File: src/rtl/barrel_shifter32_if.sv
// barrel_shifter32_if -- operand/result bundle for the registered barrel shifter.
//   data_in      : operand to be shifted (WIDTH bits)
//   shift_amount : unsigned shift distance, 0 to WIDTH-1 (log2(WIDTH) bits)
//   direction    : 0 = logical left, 1 = logical right
//   data_out     : registered shift result (WIDTH bits)
// The master modport drives the operands; the slave modport is the shifter.
interface barrel_shifter32_if #(
  parameter int WIDTH = 32
);
  localparam int SHAMT_W = $clog2(WIDTH);

  logic [WIDTH-1:0]   data_in;
  logic [SHAMT_W-1:0] shift_amount;
  logic               direction;
  logic [WIDTH-1:0]   data_out;

  modport master (
    output data_in,
    output shift_amount,
    output direction,
    input  data_out
  );

  modport slave (
    input  data_in,
    input  shift_amount,
    input  direction,
    output data_out
  );
endinterface

File: src/rtl/barrel_shifter32.sv
// barrel_shifter32 -- single-cycle logical barrel shifter with a registered output.
//   clk   : sole clock, all state on the rising edge
//   rst_n : synchronous active-low reset, clears data_out
//   bus   : barrel_shifter32_if slave (data_in, shift_amount, direction in; data_out out)
// One new operation is accepted every cycle; the result appears one cycle later.
module barrel_shifter32 #(
  parameter int WIDTH = 32
) (
  input logic                clk,
  input logic                rst_n,
  barrel_shifter32_if.slave  bus
);
  localparam int SHAMT_W = $clog2(WIDTH);

  logic [WIDTH-1:0] net_in;
  logic [WIDTH-1:0] result;
  logic [WIDTH-1:0] stage [0:SHAMT_W];
  logic [WIDTH-1:0] data_q;

  // Only a right-shift network is built. A left shift is done by reversing
  // the bit order on the way in and again on the way out, which turns
  // (x << s) into rev(rev(x) >> s) with identical zero fill.
  for (genvar i = 0; i < WIDTH; i++) begin : g_rev
    assign net_in[i] = bus.direction ? bus.data_in[i] : bus.data_in[WIDTH-1-i];
    assign result[i] = bus.direction ? stage[SHAMT_W][i] : stage[SHAMT_W][WIDTH-1-i];
  end

  // Log-structured network: stage k shifts by 2^k when shift_amount[k] is set.
  assign stage[0] = net_in;
  for (genvar k = 0; k < SHAMT_W; k++) begin : g_stage
    assign stage[k+1] = bus.shift_amount[k] ? (stage[k] >> (1 << k)) : stage[k];
  end

  always_ff @(posedge clk) begin
    if (!rst_n) begin
      data_q <= '0;
    end else begin
      data_q <= result;
    end
  end

  assign bus.data_out = data_q;
endmodule

File: src/flat_wrapper.sv
// flat-port wrapper written by rule: the top's interface ports become plain ports
module barrel_shifter32_flat 
#(
  parameter int WIDTH = 32
)
  (clk, rst_n, bus_data_in, bus_shift_amount, bus_direction, bus_data_out);
  barrel_shifter32_if #(.WIDTH(WIDTH)) bus_i ();
  input logic clk;
  input logic rst_n;
  input wire logic [$bits(bus_i.data_in)-1:0] bus_data_in;
  input wire logic [$bits(bus_i.shift_amount)-1:0] bus_shift_amount;
  input wire logic [$bits(bus_i.direction)-1:0] bus_direction;
  output wire logic [$bits(bus_i.data_out)-1:0] bus_data_out;
  assign bus_i.data_in = bus_data_in;
  assign bus_i.shift_amount = bus_shift_amount;
  assign bus_i.direction = bus_direction;
  assign bus_data_out = bus_i.data_out;
  barrel_shifter32 #(.WIDTH(WIDTH)) u_core (.clk(clk), .rst_n(rst_n), .bus(bus_i));
endmodule
File: config.mk
export PLATFORM = sky130hd
export DESIGN_NAME = barrel_shifter32_flat
export DESIGN_NICKNAME = d
export VERILOG_FILES = /design/src/rtl/barrel_shifter32_if.sv /design/src/rtl/barrel_shifter32.sv /design/src/flat_wrapper.sv
export SDC_FILE = /design/constraint.sdc
export NUM_CORES = 1
export LEC_CHECK = 0
export CAP_MARGIN = 20
export CORE_MARGIN = 2
export CORE_UTILIZATION = 40
export DETAILED_ROUTE_END_ITERATION = 8
export PLACE_DENSITY = 0.73
export SLEW_MARGIN = 10
export SYNTH_ARGS = -nofsm -noshare
export SYNTH_HDL_FRONTEND = slang
export SYNTH_SLANG_ARGS = --single-unit
File: constraint.sdc
create_clock -name clk -period 2.85 [get_ports clk]
set_input_delay 0.4275 -clock clk [delete_from_list [all_inputs] [get_ports clk]]
set_output_delay 0.4275 -clock clk [all_outputs]
set_load 0.005 [all_outputs]
==> results.json <==
{
  "maxSlewViolCount": 0,
  "cts_hold_buf": 0,
  "antenna_cells": 0,
  "crit_type": "in2reg",
  "rows": 34,
  "drt-wirelength-per-cell_microns": 21.3,
  "dpl.cell_count": 573,
  "yosysWarnings": 0,
  "clockRootBuffer": "clkbuf_8",
  "antenna_left": 0,
  "largest_register_ff_count": 32,
  "synth_top_area_share_pct": 19.4,
  "setup_tns_ns": 0,
  "synth_top_cell_by_area": "mux4_2",
  "ff_latch_area_sq_um": 641,
  "synth_fp_nets": 429,
  "die_w_microns": 97.2,
  "cts_resized": 0,
  "p_sw_mw": 0.565,
  "worst_slack_ns": 0.273,
  "post-synth-top-count-cell": "nor2_1",
  "nets": 512,
  "synth_area_sq_um": 3480,
  "ios": 72,
  "grt_overflow": 0,
  "internal-power_mw": 1.12,
  "fmax_mhz": 388,
  "ys.flop_type": "dfxtp_1",
  "min_path_type": "in2reg",
  "final_cell_area_sq_um": 4560,
  "slowest_stage": "clkdlybuf4s50_1",
  "grt_first_pass_wirelength_mm": 19.6,
  "clkSinkCount": 32,
  "fillers": 803,
  "gp_congestion": 1.06,
  "ys_top_cells_by_area": "mux4_2, dfxtp_1, mux2i_1",
  "post-route-util_pct": 53.3,
  "port_buffers": 71,
  "post-route-min-period_ns": 2.58,
  "p_sw_share_pct": 33.6,
  "hold_ws_ns": 0.950,
  "critPathArrivalTime_ns": 2.72,
  "endpoint": "u_core.bus.data_out[4]$_SDFF_PN0_",
  "slew_headroom_pct": 61.6,
  "dieArea_sq_um": 9450,
  "syn-instance-count": 389,
  "status": "completed",
  "power.total_mw": 1.68,
  "grt_pass1_vias": 3597,
  "seqPwrFrac_pct": 29.2,
  "viasPerCell": 6.39,
  "startpoint": "bus_shift_amount[0]",
  "endpoint_kind": "register",
  "p_per_area_nw_per_um2": 369,
  "postCtsSetupBuffers": 0,
  "p_leak_nw": 1.74,
  "track_usage_pct": 25.9,
  "worst_pin_slew_ns": 0.574,
  "syn_to_final_growth_pct": 31.1,
  "drt_iter0_markers": 378,
  "coreArea_sq_um": 8550,
  "clk_pin_slew_worst_paths_ns": 0.06,
  "final_cell_count_no_fill": 581,
  "initial_utilization_pct": 40.6,
  "ys_ff_latch": 32,
  "hpwl_mm": 10.0,
  "worstSetupStartpointType": "primary input",
  "rsz0062_at_grt": "no",
  "cp_data_required_time_ns": 2.99,
  "grt_max_degree": 36,
  "yosys-top-cells-count": "nor2_1, mux2i_1, nand2_1, dfxtp_1, mux4_2",
  "ys_types": 58,
  "dp_slack_ns": 0.0603,
  "slowest_delay_ns": 0.50,
  "cts_tree": "yes",
  "async_flop_share_pct": 0,
  "comb_power_share_pct": 46.1,
  "drive_above_1_share_pct": 20.7,
  "die_height_microns": 97.2,
  "setup_violations": 0,
  "place_area_sq_um": 4450,
  "path_cells": "clkdlybuf4s50_1 -> buf_12 -> mux4_1 -> mux2i_1 -> nand2_1 -> a31oi_1 -> and2_1 -> a211oi_1",
  "htreeDepth": 2,
  "finalWirelength_mm": 12.4,
  "fin_crit_sh_pct": 90.4,
  "hold_viol": 0,
  "clk_path_buf_depth": 2,
  "vias": 3715,
  "synth_edf_count": 0,
  "maxCapViolations": 0,
  "vdd_drop_max_v": 0.000164,
  "clkPwrFrac_pct": 24.7,
  "antenna_found_initial": 0,
  "ys_seq_area_share_pct": 18.4,
  "first_pass_iters": 5,
  "drc": 0,
  "numCtsBuffers": 5,
  "avgSynthCellArea_sq_um": 8.94,
  "multi_input_area_sq_um": 2610,
  "cp_max_fo": 33
}
-- cell type report --
type | instances | share of cell area (%)
inverter | 12 | 0.988
timing repair buffer | 108 | 22.4
sequential | 32 | 14.1
clock buffer | 6 | 1.59
clock inverter | 2 | 0.769
multi-input combinational | 313 | 57.2
tap | 108 | 2.96
-- layer usage --
metal  share of wire [%]  track usage [%]  wire length [microns]
met5                   0                0                      0
met4                 5.7             15.0                    700
met2                  46             42.1                   5740
met3                 7.4             3.45                    914
met1                  40             33.2                   5000
-- cell families after synthesis --
| family | share of synthesized area, % |
|---|---|
| compound gates | 22.4 |
| xor+xnor | 0.252 |
| buf+inv | 6.52 |
| flops | 18.4 |
| mux | 37.3 |
| simple gates | 15.1 |
-- worst min path at each step --
stage                                       start                                  to  slack [ns]  cells past startpoint
2_1_floorplan                               rst_n  u_core.bus.data_out[15]$_SDFF_PN0_        0.66                      2
3_3_place_gp   u_core.bus.data_out[17]$_SDFF_PN0_                    bus_data_out[17]        1.13                      1
3_5_place_dp   u_core.bus.data_out[17]$_SDFF_PN0_                    bus_data_out[17]        1.13                      1
4_1_cts                             bus_direction  u_core.bus.data_out[16]$_SDFF_PN0_        0.94                      5
5_1_grt                             bus_direction  u_core.bus.data_out[16]$_SDFF_PN0_        0.98                      5
6_report                            bus_direction  u_core.bus.data_out[16]$_SDFF_PN0_        0.95                      5
-- worst max-delay path: cells and delay by family --
kind / cells / cell delay, ns
buffers and inverters: 2 / 0.70
muxes: 2 / 0.72
and+or+nand+nor: 2 / 0.34
AOI/OAI and AO/OA: 2 / 0.51
-- cells in the final DEF, fill, tap and decap left out, types with 6 or more instances in the layout --
| cell | Yosys | routed |
|---|---|---|
| a211oi_1 | 6 | 6 |
| a21oi_1 | 11 | 11 |
| a22oi_1 | 10 | 10 |
| and2_1 | 7 | 7 |
| buf_4 | 1 | 34 |
| clkdlybuf4s50_1 | 0 | 70 |
| dfxtp_1 | 32 | 32 |
| inv_1 | 11 | 11 |
| mux2_2 | 17 | 17 |
| mux2i_1 | 36 | 36 |
| mux4_2 | 30 | 30 |
| nand2_1 | 36 | 36 |
| nand3_1 | 11 | 11 |
| nor2_1 | 38 | 38 |
| nor3_1 | 13 | 13 |
| o21ai_1 | 6 | 6 |
| o22ai_1 | 19 | 19 |
-- power groups by stage --
| stage | logic [mW] | clock network, mW | registers (mW) |
|---|---|---|---|
| final | 0.777 | 0.415 | 0.492 |
| after global routing | 0.823 | 0.446 | 0.495 |
| after CTS | 0.762 | 0.424 | 0.492 |
| after detailed placement | 0.761 | 0 | 0.503 |
| after global placement | 0.756 | 0 | 0.502 |
| after floorplan | 0.437 | 0 | 0.507 |
No activity file was read; power rests on OpenSTA's default activity.
